## config.mk

```make
export PLATFORM = sky130hd
export DESIGN_NAME = dmem_access_unit_flat
export DESIGN_NICKNAME = d
export VERILOG_FILES = /design/src/rtl/dmem_access_unit_if.sv /design/src/rtl/dmem_access_unit.sv /design/src/flat_wrapper.sv
export SDC_FILE = /design/constraint.sdc
export NUM_CORES = 1
export LEC_CHECK = 0
export CORE_ASPECT_RATIO = 1.1
export CORE_MARGIN = 2
export CORE_UTILIZATION = 40
export CTS_CLUSTER_SIZE = 40
export DETAILED_ROUTE_END_ITERATION = 8
export GPL_TIMING_DRIVEN = 0
export PLACE_DENSITY_LB_ADDON = 0.08
export SLEW_MARGIN = 0
export SYNTH_ARGS = -nofsm -noshare
export SYNTH_HDL_FRONTEND = slang
export SYNTH_SLANG_ARGS = --single-unit
export TNS_END_PERCENT = 1
```

## constraint.sdc

```tcl
create_clock -name clk -period 2.75 [get_ports clk]
set_input_delay 0.275 -clock clk [delete_from_list [all_inputs] [get_ports clk]]
set_output_delay 0.275 -clock clk [all_outputs]
set_load 0.02 [all_outputs]
```

## src/rtl/dmem_access_unit_if.sv

```systemverilog
// dmem_access_unit_if: single-outstanding data-memory request/response bus
// master (access unit) drives dmem_read/dmem_write/dmem_address/dmem_wdata/dmem_mbe;
// slave (memory) returns dmem_rdata together with the one-cycle dmem_resp pulse.
interface dmem_access_unit_if #(parameter int ADDR_WIDTH = 32);
    logic                  dmem_read;
    logic                  dmem_write;
    logic [ADDR_WIDTH-1:0] dmem_address;
    logic [31:0]           dmem_wdata;
    logic [3:0]            dmem_mbe;
    logic [31:0]           dmem_rdata;
    logic                  dmem_resp;
    modport master(output dmem_read, dmem_write, dmem_address, dmem_wdata, dmem_mbe,
                   input dmem_rdata, dmem_resp);
    modport slave(input dmem_read, dmem_write, dmem_address, dmem_wdata, dmem_mbe,
                  output dmem_rdata, dmem_resp);
endinterface

```

## src/rtl/dmem_access_unit.sv

```systemverilog
// dmem_access_unit: MEM-stage load/store unit driving a single-outstanding data-memory port
// Ports: clk, rst (async, active-high); pipeline side mem_valid, flush, data_read, data_write,
// store_len, load_funct3, mem_addr, store_data -> stall, load_data, load_valid, misaligned;
// memory side via bus (dmem_access_unit_if.master).
// Optional: define DMEM_MISALIGN_TRAP_EN to reject misaligned accesses with a misaligned pulse.
module dmem_access_unit #(
    parameter int ADDR_WIDTH = 32
) (
    input  logic                  clk,
    input  logic                  rst,
    input  logic                  mem_valid,
    input  logic                  flush,
    input  logic                  data_read,
    input  logic                  data_write,
    input  logic [3:0]            store_len,
    input  logic [2:0]            load_funct3,
    input  logic [ADDR_WIDTH-1:0] mem_addr,
    input  logic [31:0]           store_data,
    output logic                  stall,
    output logic [31:0]           load_data,
    output logic                  load_valid,
    output logic                  misaligned,
    dmem_access_unit_if.master    bus
);
    typedef enum logic {IDLE, BUSY} state_t;
    state_t      state;
    logic        is_store;
    logic        squash;
    logic [2:0]  funct3;
    logic [1:0]  offset;
    logic        req;
    logic        mis;
    logic        accept;
    logic        busy;
    logic [31:0] shifted;
    logic [31:0] extended;
    assign req  = mem_valid & !flush & (data_read | data_write);
    assign busy = state == BUSY;
`ifdef DMEM_MISALIGN_TRAP_EN
    logic half;
    logic word;
    assign half = data_write ? store_len == 4'b0011 : (load_funct3 == 3'b001 || load_funct3 == 3'b101);
    assign word = data_write ? store_len == 4'b1111 : load_funct3 == 3'b010;
    assign mis  = !rst & !busy & req & ((half & mem_addr[0]) | (word & |mem_addr[1:0]));
`else
    assign mis  = 1'b0;
`endif
    assign accept     = !busy & req & !mis;
    assign misaligned = mis;
    // Gated with rst so the unit looks fully quiet while reset is held.
    assign stall      = !rst & (accept | (busy & !bus.dmem_resp));
    // A flush arriving in the response cycle squashes the load as well.
    assign load_valid = !rst & busy & bus.dmem_resp & !is_store & !squash & !flush;
    assign shifted    = bus.dmem_rdata >> {offset, 3'b000};
    assign extended   = funct3 == 3'b000 ? {{24{shifted[7]}}, shifted[7:0]} :
                        funct3 == 3'b100 ? {24'b0, shifted[7:0]} :
                        funct3 == 3'b001 ? {{16{shifted[15]}}, shifted[15:0]} :
                        funct3 == 3'b101 ? {16'b0, shifted[15:0]} : shifted;
    assign load_data  = load_valid ? extended : 32'b0;
    always_ff @(posedge clk or posedge rst) begin
        if (rst) begin
            state            <= IDLE;
            bus.dmem_read    <= 1'b0;
            bus.dmem_write   <= 1'b0;
            bus.dmem_address <= '0;
            bus.dmem_wdata   <= '0;
            bus.dmem_mbe     <= '0;
            is_store         <= 1'b0;
            squash           <= 1'b0;
            funct3           <= '0;
            offset           <= '0;
        end else if (!busy) begin
            if (accept) begin
                state            <= BUSY;
                bus.dmem_read    <= !data_write;
                bus.dmem_write   <= data_write;
                bus.dmem_address <= {mem_addr[ADDR_WIDTH-1:2], 2'b00};
                bus.dmem_wdata   <= store_data << {mem_addr[1:0], 3'b000};
                bus.dmem_mbe     <= store_len << mem_addr[1:0];
                is_store         <= data_write;
                squash           <= 1'b0;
                funct3           <= load_funct3;
                offset           <= mem_addr[1:0];
            end
        end else begin
            if (flush)
                squash <= 1'b1;
            if (bus.dmem_resp) begin
                state          <= IDLE;
                bus.dmem_read  <= 1'b0;
                bus.dmem_write <= 1'b0;
            end
        end
    end
endmodule

```

## src/flat_wrapper.sv

```systemverilog
// flat-port wrapper written by rule: the top's interface ports become plain ports
module dmem_access_unit_flat 
#(
    parameter int ADDR_WIDTH = 32
)
  (clk, rst, mem_valid, flush, data_read, data_write, store_len, load_funct3, mem_addr, store_data, stall, load_data, load_valid, misaligned, bus_dmem_read, bus_dmem_write, bus_dmem_address, bus_dmem_wdata, bus_dmem_mbe, bus_dmem_rdata, bus_dmem_resp);
  dmem_access_unit_if #(.ADDR_WIDTH(ADDR_WIDTH)) bus_i ();
  input  logic clk;
  input  logic rst;
  input  logic mem_valid;
  input  logic flush;
  input  logic data_read;
  input  logic data_write;
  input  logic [3:0] store_len;
  input  logic [2:0] load_funct3;
  input  logic [ADDR_WIDTH-1:0] mem_addr;
  input  logic [31:0] store_data;
  output logic stall;
  output logic [31:0] load_data;
  output logic load_valid;
  output logic misaligned;
  output wire logic [$bits(bus_i.dmem_read)-1:0] bus_dmem_read;
  output wire logic [$bits(bus_i.dmem_write)-1:0] bus_dmem_write;
  output wire logic [$bits(bus_i.dmem_address)-1:0] bus_dmem_address;
  output wire logic [$bits(bus_i.dmem_wdata)-1:0] bus_dmem_wdata;
  output wire logic [$bits(bus_i.dmem_mbe)-1:0] bus_dmem_mbe;
  input wire logic [$bits(bus_i.dmem_rdata)-1:0] bus_dmem_rdata;
  input wire logic [$bits(bus_i.dmem_resp)-1:0] bus_dmem_resp;
  assign bus_dmem_read = bus_i.dmem_read;
  assign bus_dmem_write = bus_i.dmem_write;
  assign bus_dmem_address = bus_i.dmem_address;
  assign bus_dmem_wdata = bus_i.dmem_wdata;
  assign bus_dmem_mbe = bus_i.dmem_mbe;
  assign bus_i.dmem_rdata = bus_dmem_rdata;
  assign bus_i.dmem_resp = bus_dmem_resp;
  dmem_access_unit #(.ADDR_WIDTH(ADDR_WIDTH)) u_core (.clk(clk), .rst(rst), .mem_valid(mem_valid), .flush(flush), .data_read(data_read), .data_write(data_write), .store_len(store_len), .load_funct3(load_funct3), .mem_addr(mem_addr), .store_data(store_data), .stall(stall), .load_data(load_data), .load_valid(load_valid), .misaligned(misaligned), .bus(bus_i));
endmodule
```

==> impl_metrics.tcl, run 1 <==
set metrics [dict create \
    outcome "completed" \
    critPathLaunchType "input pin" \
    route.detailed.drc 0 \
    dieWidth_um 104 \
    synth_cell_types 37 \
    grt-ovfl-total 0 \
    multiInputGateArea_um2 2210 \
    path_class "input pin to output port" \
    endpoint_kind "output port" \
    p_sw_share_pct 33.4 \
    grt_usage_pct 23.4 \
    finalHoldViolCount 0 \
    p_int_mw 3.04 \
    ant_nets 0 \
    post-route-util_pct 66.6 \
    cts-root-buf "clkbuf_16" \
    pwr-share-seq_pct 33.2 \
    cp-endpoint "load_data[3]" \
    cts.sinks 76 \
    worstMarginPinSlew_ps 561 \
    clockBufferDepth 2 \
    synth_area_per_cell_um2 11.6 \
    holdWs_ps 231 \
    start_util_pct 41.5 \
    total_power_mw 4.57 \
    cts_tree "built" \
    ctsHtreeMaxLevel 3 \
    viasPerCell 5.31 \
    drive_gt1_share_pct 21.7 \
    rr_worst_depth 5 \
    synth_warnings 0 \
    core-area_um2 10500 \
    synthCells 377 \
    clockPowerShare_pct 25.2 \
    min_period_ps 2670 \
    async_reset_ff_share_pct 100 \
    avgRoutedWirePerCell_um 18.6 \
    slew_headroom_pct 62.5 \
    firstDrtPassIters 5 \
    antenna_found_initial 0 \
    rsz0062_at_grt "false" \
    seq_area_um2 1900 \
    die_h_um 113 \
    synth.cell_area_um2 4360 \
    powerDensity_nw_per_um2 653 \
    drtIter0Drc 113 \
    drt-total-wl_um 13900 \
    maxCapViolCount 0 \
    setup_viol 0 \
    finish.net_count 710 \
    post_dp_cell_area_um2 6670 \
    synthFlopType "dfrtp_1" \
    yosysTopAreaCell "dfrtp_1" \
    grt_pass1_vias 4189 \
    synth_top_cell_area_share_pct 43.6 \
    grt_pass1_wl_um 21700 \
    ys_seq_area_share_pct 43.6 \
    fill_cells 848 \
    hold_path.class "input pin to asynchronous set/reset pin" \
    holdBufCountCts 0 \
    synth_area_leaders "dfrtp_1, mux2_2, mux2i_1, a211oi_1, nor4_1" \
    arrival_ps 2390 \
    area_growth_pct 60.4 \
    r2r_setup_slack_ps 940 \
    vdd_drop_max_uv 555 \
    setup.worst_path.start "rst" \
    leakagePower_nw 3.22 \
    r2r_end "u_core.bus.dmem_wdata[26]" \
    synth-edff-count 0 \
    path_clk_slew_ps 60 \
    hpwl_um 10700 \
    grt_max_degree 73 \
    maxSlewViolCount 0 \
    path_max_fanout 10 \
    num_antenna_cells 0 \
    required_ps 2480 \
    finalCritPeriodShare_pct 97.1 \
    cts_buffers 9 \
    clkLatencyLatePin_ps 330 \
    switchingPower_mw 1.52 \
    vias 3971 \
    clock_skew_ps 4.68 \
    ys_seq_elements 76 \
    num_rows 39 \
    io_pins 215 \
    fmax_mhz 375 \
    r2r-start "u_core.busy" \
    fin_area_um2 6990 \
    gp_congestion 0.871 \
    port_buffers 209 \
    combPwrFrac_pct 41.6 \
    die_area_um2 11700 \
]
-- critical path, cell delays in order --
cell and delay, ps:
clkdlybuf4s50_1 480, nor4_1 290, nand3_1 240, clkbuf_2 270, a211oi_1 200, clkdlybuf4s50_1 640
-- cell usage after synthesis (all sizes together) (3+ instances only) --
| library cell | count |
|---|---|
| mux2 | 79 |
| dfrtp | 76 |
| mux2i | 52 |
| buf | 26 |
| nor2 | 22 |
| nor4 | 17 |
| a211oi | 15 |
| inv | 14 |
| nand2 | 12 |
| clkbuf | 11 |
| a22oi | 8 |
| a31oi | 8 |
| a41oi | 8 |
| o2bb2ai | 8 |
| a221oi | 3 |
| nor2b | 3 |
-- how the worst min path moves through the flow --
| stage | start | depth (start not counted) | slack, ps | endpoint |
|---|---|---|---|---|
| after floorplan | bus_dmem_resp | 1 | 380 | u_core.bus.dmem_read |
| after global placement | u_core.is_store | 1 | 470 | u_core.is_store |
| after detailed placement | u_core.is_store | 1 | 470 | u_core.is_store |
| after CTS | rst | 2 | 220 | u_core.bus.dmem_read |
| after global routing | rst | 2 | 230 | u_core.bus.dmem_read |
| final | rst | 2 | 230 | u_core.bus.dmem_read |
-- per-layer routing --
metal / vias to the layer above / routed length, um / share of wire, % / GRT usage, %
met5: - / 0 / 0 / 0
met4: 0 / 393 / 2.8 / 8.92
met3: 33 / 1290 / 9.3 / 9.03
met2: 186 / 6920 / 50 / 40.8
met1: 1901 / 5310 / 38 / 26.2
li1: 1851 / - / - / -
-- registers in the layout (all words and copies together) (netlist names) --
| signal | flops |
|---|---|
| u_core.bus.dmem_wdata | 32 |
| u_core.bus.dmem_address | 30 |
| u_core.bus.dmem_mbe | 4 |
| u_core.funct3 | 3 |
| u_core.offset | 2 |
| u_core.bus.dmem_read | 1 |
| u_core.bus.dmem_write | 1 |
| u_core.busy | 1 |
| u_core.is_store | 1 |
| u_core.squash | 1 |
-- placed cells by master (no fill, tap or decap), drive strengths merged, types with 3 or more instances in the layout --
master and count:
a211oi 15, a221oi 3, a22oi 8, a31oi 8, a41oi 8, buf 26
clkbuf 22, clkdlybuf4s50 181, clkinv 4, conb 3, dfrtp 76, dlygate4sd2 14
dlymetal6s2s 14, inv 14, mux2 79, mux2i 52, nand2 12, nor2 22
nor2b 3, nor4 17, o2bb2ai 8
-- stage by stage --
| stage | cells | worst slack [ps] | setup TNS (ps) |
|---|---|---|---|
| 6_report | 748 | 80.9 | 0 |
| 5_1_grt | 748 | 20.9 | 0 |
| 4_1_cts | 748 | -77.7 | -77.7 |
| 3_5_place_dp | 732 | -199 | -1180 |
| 3_3_place_gp | 731 | -797 | -60940 |
| 2_1_floorplan | 379 | 537 | 0 |
-- power groups by stage --
stage	combinational, mW	clock (mW)	sequential, mW
floorplan	0.751	0	1.81
global placement	1.87	0	1.52
detailed placement	1.89	0	1.53
CTS	1.90	1.18	1.52
global route	2.01	1.23	1.55
finish	1.90	1.15	1.51
-- cells by family (layout without fill, tap and decap cells) --
logic type,after synthesis,count (layout),synth area share (%)
muxes,131,131,32.5
other,1,3,0.0861
AOI/OAI and AO/OA,57,57,11.0
and+or+nand+nor,61,61,6.83
buffers and inverters,51,277,5.94
DFF,76,76,43.6
-- final cells by class --
class / instances / area share [%]
Buffer: 37 / 3.06
Multi-Input combinational cell: 252 / 31.6
Timing Repair Buffer: 210 / 30.6
Clock buffer: 10 / 3.28
Tap cell: 143 / 2.56
Sequential cell: 76 / 27.2
Clock inverter: 6 / 0.931
Inverter: 14 / 0.788
-- what timing repair did --
| item | CTS | global route |
|---|---|---|
| cloned | 0 | 0 |
| pin swaps | 0 | 0 |
| gates resized for setup | 17 | 18 |
| setup endpoints to repair | 19 | 15 |
| buffers inserted | 0 | 0 |
No activity file was read; power rests on OpenSTA's default activity.
==> run 2: changes to the inputs <==
--- a/config.mk
+++ b/config.mk
@@ -12,6 +12,7 @@
 export DETAILED_ROUTE_END_ITERATION = 8
 export GPL_TIMING_DRIVEN = 0
 export PLACE_DENSITY_LB_ADDON = 0.08
+export SKIP_CTS_REPAIR_TIMING = 1
 export SLEW_MARGIN = 0
 export SYNTH_ARGS = -nofsm -noshare
 export SYNTH_HDL_FRONTEND = slang
==> run 2 against run 1 <==
Net effect:
- the run now ends with setup timing left
- largest power group unchanged
- clock skew hardly changed
- first-iteration DRC count is 12% higher
- clock power hardly changed
- worst hold slack worse by 2.9 ps
- non-clock buffer count stayed put
- largest cell class unchanged
- global-route usage stayed put
- clock-buffer cell count stayed put
- sequential power hardly changed
- critical path type unchanged
- design area is 0.54% higher
- critical endpoint is now load_data[28]
- critical path depth stayed put
- die area stayed put
- highest routed layer unchanged
- via count stayed put
==> impl_metrics.tcl, run 2 (synthesis gave the netlist of run 1 again) <==
set metrics [dict create \
    hold_path.class "input pin to asynchronous set/reset pin" \
    avgRoutedWirePerCell_um 18.6 \
    cts_buffers 9 \
    area_growth_pct 61.2 \
    dieWidth_um 104 \
    vias 3971 \
    antenna_found_initial 0 \
    arrival_ps 2640 \
    grtUsageMet2_pct 40.8 \
    ant_nets 0 \
    violations "setup timing" \
    cp_slowest_stage_delay_ps 670 \
    top_regs "u_core.bus.dmem_wdata x32, u_core.bus.dmem_address x30, u_core.bus.dmem_mbe x4" \
    largest_reg_flops 32 \
    timing.final.ws_setup_ps -169 \
    worstMarginPinSlew_ps 546 \
    finalCritPeriodShare_pct 106 \
    start_util_pct 41.5 \
    p_sw_share_pct 33.5 \
    post-route-util_pct 67.0 \
    num_antenna_cells 0 \
    powerDensity_nw_per_um2 651 \
    path_class "input pin to output port" \
    finalHoldViolCount 0 \
    holdWs_ps 228 \
    required_ps 2480 \
    vdd_drop_max_uv 555 \
    firstDrtPassIters 4 \
    grt_pass1_wl_um 21700 \
    path_cells "clkdlybuf4s50_1 > nor4_1 > nand3_1 > clkbuf_1 > nor4_1 > clkdlybuf4s50_1" \
    clock_skew_ps 4.46 \
    gr-usage-met1_pct 26.2 \
    die_h_um 113 \
    clockPowerShare_pct 25.3 \
    gp_congestion 0.871 \
    grt-ovfl-total 0 \
    leakagePower_nw 3.28 \
    ctsHtreeMaxLevel 3 \
    rsz0062_at_grt "true" \
    cts.sinks 76 \
    outcome "finished, violations left" \
    drive_gt1_share_pct 21.7 \
    pwr-share-seq_pct 33.1 \
    fmax_mhz 343 \
    dp_slack_ps -199 \
    setup_viol 6 \
    busiest_layer "met2" \
    largest_register "u_core.bus.dmem_wdata" \
    min_period_ps 2920 \
    viasPerCell 5.31 \
    critPathLaunchType "input pin" \
    core-area_um2 10500 \
    slew_headroom_pct 63.5 \
    grt_pass1_vias 4189 \
    grt_max_degree 73 \
    io_pins 215 \
    cts_tree "built" \
    combPwrFrac_pct 41.6 \
    path_clk_slew_ps 60 \
    die_area_um2 11700 \
    cp_slowest_cell "clkdlybuf4s50_1" \
    finish.net_count 710 \
    final_common_cell "clkdlybuf4s50_1" \
    use_met3_pct 9.03 \
    port_buffers 209 \
    total_power_mw 4.57 \
    route.detailed.drc 0 \
    drtIter0Drc 127 \
    clockBufferDepth 2 \
    num_rows 39 \
    grt_usage_pct 23.4 \
    p_int_mw 3.04 \
    post_dp_cell_area_um2 6670 \
    fin_area_um2 7030 \
    maxSlewViolCount 0 \
    clkLatencyLatePin_ps 330 \
    fill_cells 841 \
    endpoint_kind "output port" \
    hpwl_um 10700 \
    switchingPower_mw 1.53 \
    layout_common_cells "clkdlybuf4s50_1, mux2_2, dfrtp_1" \
    drt-total-wl_um 13900 \
    maxCapViolCount 0 \
    path_max_fanout 10 \
    cts-root-buf "clkbuf_16" \
]
run 2: cell type report:
| class | instances | area [um2] | share of cell area [%] |
|---|---|---|---|
| Multi-Input combinational cell | 252 | 2210 | 31.5 |
| Timing Repair Buffer | 210 | 2170 | 30.9 |
| Sequential cell | 76 | 1900 | 27.1 |
| Clock buffer | 10 | 229 | 3.26 |
| Buffer | 37 | 210 | 2.99 |
| Tap cell | 143 | 179 | 2.55 |
| Clock inverter | 6 | 65.1 | 0.926 |
| Inverter | 14 | 55.1 | 0.784 |
run 2: metrics by stage:
stage	instances	setup TNS (ps)
floorplan	379	0
global placement	731	-60940
detailed placement	732	-1180
CTS	748	-1280
global route	748	-1010
finish	748	-380
run 2: metal layers:
layer  vias to the layer above  wire (um)
met5                         -          0
met4                         0        382
met3                        32       1300
met2                       202       6910
met1                      1888       5360
li1                       1849          -
run 2: worst max-delay path: cells and delay by family:
family	cells	cell delay, ps
AND/OR/NAND/NOR	3	900
buffers and inverters	3	1460
run 2: worst paths after layout:
kind / startpoint / endpoint / slack, ps / cells after the start
max: rst / load_data[28] / -170 / 6
max reg2reg: u_core.busy / u_core.bus.dmem_wdata[26] / 950 / 5
min reg2reg: u_core.is_store / u_core.is_store / 490 / 1
min: rst / u_core.bus.dmem_read / 230 / 2
max in group asynchronous: rst / u_core.bus.dmem_mbe[3] / 1970 / 3
min in group clk: u_core.is_store / u_core.is_store / 490 / 1
run 2: power groups by stage:
stage,combinational (mW),sequential (mW),clock (mW)
after global routing,2.01,1.55,1.23
after floorplan,0.751,1.81,0
after global placement,1.87,1.52,0
final,1.90,1.51,1.16
after detailed placement,1.89,1.53,0
after CTS,1.90,1.52,1.18
==> run 3: changes to the inputs <==
--- a/config.mk
+++ b/config.mk
@@ -5,8 +5,8 @@
 export SDC_FILE = /design/constraint.sdc
 export NUM_CORES = 1
 export LEC_CHECK = 0
-export CORE_ASPECT_RATIO = 1.1
-export CORE_MARGIN = 2
+export CORE_ASPECT_RATIO = 0.9
+export CORE_MARGIN = 1
 export CORE_UTILIZATION = 40
 export CTS_CLUSTER_SIZE = 40
 export DETAILED_ROUTE_END_ITERATION = 8
==> run 3 against run 2 <==
Net effect:
- cell count down 1.9%
- critical path type unchanged
- flip-flop and latch count did not move
- clock power rose by 11%
- total power increased by 2.7%
- first-iteration DRC count grew 69%
- sequential share of layout area is 0.067 points lower
- critical endpoint is now load_data[21]
- non-clock buffer count is the same
- utilization is 0.61 points higher
- the flow finishes with violations (DRC, setup timing)
- die area down 3.7%
==> impl_metrics.tcl, run 3 (synthesis gave the netlist of run 1 again) <==
set metrics [dict create \
    switchingPower_mw 1.55 \
    maxCapViolCount 0 \
    cts_buffers 9 \
    viasPerCell 5.41 \
    gr-usage-met1_pct 29.5 \
    vdd_drop_max_uv 461 \
    cts.sinks 76 \
    largest_register "u_core.bus.dmem_wdata" \
    grtUsageMet2_pct 39.7 \
    finalHoldViolCount 0 \
    die_h_um 101 \
    ant_nets 0 \
    slew_headroom_pct 54.8 \
    grt_max_degree 70 \
    p_sw_share_pct 33.0 \
    die_area_um2 11300 \
    fmax_mhz 356 \
    violations "DRC, setup timing" \
    p_int_mw 3.14 \
    path_class "input pin to output port" \
    required_ps 2480 \
    antenna_found_initial 0 \
    critPathLaunchType "input pin" \
    multiInputGateArea_um2 2220 \
    combPwrFrac_pct 40.3 \
    min_period_ps 2810 \
    worstMarginPinSlew_ps 675 \
    arrival_ps 2530 \
    final_common_cell "clkdlybuf4s50_1" \
    area_growth_pct 61.6 \
    fill_cells 839 \
    grt_usage_pct 24.3 \
    use_met3_pct 8.00 \
    layout_common_cells "clkdlybuf4s50_1, mux2_2, dfrtp_1" \
    fin_area_um2 7040 \
    dieWidth_um 112 \
    cts_tree "built" \
    largest_reg_flops 32 \
    clock_skew_ps 6.53 \
    num_rows 35 \
    avgRoutedWirePerCell_um 18.4 \
    setup_viol 10 \
    hold_path.class "input pin to asynchronous set/reset pin" \
    endpoint_kind "output port" \
    busiest_layer "met2" \
    path_max_fanout 10 \
    gp_congestion 0.955 \
    port_buffers 209 \
    route.detailed.drc 14 \
    drt-total-wl_um 13500 \
    firstDrtPassIters 6 \
    leakagePower_nw 3.26 \
    start_util_pct 41.8 \
    cts-root-buf "clkbuf_16" \
    clockPowerShare_pct 27.4 \
    vias 3972 \
    timing.final.ws_setup_ps -55.1 \
    finish.net_count 710 \
    finalCritPeriodShare_pct 102 \
    clockBufferDepth 2 \
    core-area_um2 10400 \
    grt_pass1_wl_um 21200 \
    ctsHtreeMaxLevel 3 \
    pwr-share-seq_pct 32.3 \
    outcome "finished, violations left" \
    rsz0062_at_grt "true" \
    drtIter0Drc 215 \
    top_regs "u_core.bus.dmem_wdata x32, u_core.bus.dmem_address x30, u_core.bus.dmem_mbe x4" \
    num_antenna_cells 0 \
    seq_area_um2 1900 \
    io_pins 215 \
    hpwl_um 10000 \
    grt_pass1_vias 4144 \
    maxSlewViolCount 0 \
    powerDensity_nw_per_um2 667 \
    grt-ovfl-total 0 \
    post_dp_cell_area_um2 6650 \
    drive_gt1_share_pct 22.0 \
    post-route-util_pct 67.6 \
    clkLatencyLatePin_ps 340 \
    path_clk_slew_ps 60 \
]
[run 3: per-layer routing]
layer	wire length, um	part of all wire [%]
met1	5500	41
met2	6460	48
met3	1220	9.0
met4	361	2.7
met5	0	0
[run 3: layout make-up]
cell class,instances,share of cell area (%)
plain buffers,37,3.04
clock inverters,6,1.35
repair buffers,210,30.8
clock buffers,10,3.25
multi-input cells,252,31.5
inverters,14,0.782
well taps,129,2.29
flip-flops and latches,76,27.0
[run 3: path summary, 6_finish.rpt]
path / from / endpoint / slack [ps] / depth (start not counted)
min in group clk: u_core.is_store / u_core.is_store / 490 / 1
min reg2reg: u_core.is_store / u_core.is_store / 490 / 1
max reg2reg: u_core.busy / u_core.bus.dmem_wdata[28] / 940 / 5
max: rst / load_data[21] / -60 / 6
min: rst / u_core.bus.dmem_address[16] / 240 / 2
max in group asynchronous: rst / u_core.bus.dmem_address[29] / 1960 / 3
[run 3: metrics by stage]
step           cells  setup WS (ps)  TNS (ps)  power [mW]  hold WS [ps]
4_1_cts          734           -175     -1800        4.72           230
2_1_floorplan    379            537         0        2.56           383
5_1_grt          734           -200     -1600        4.92           255
6_report         734          -55.1      -358        4.70           238
3_3_place_gp     717           -782    -59450        3.37           463
3_5_place_dp     718           -162     -1380        3.41           474
[run 3: critical path, stage by stage]
cell	delay, ps
clkdlybuf4s50_1	480
nor4_1	260
nand3_1	260
clkbuf_2	290
nor4_2	320
clkdlybuf4s50_1	650
[run 3: power groups by stage]
stage | combinational [mW] | clock [mW] | sequential, mW
after floorplan | 0.751 | 0 | 1.81
after global placement | 1.84 | 0 | 1.52
after detailed placement | 1.88 | 0 | 1.53
after CTS | 1.89 | 1.32 | 1.52
after global routing | 2.01 | 1.36 | 1.55
final | 1.89 | 1.29 | 1.52
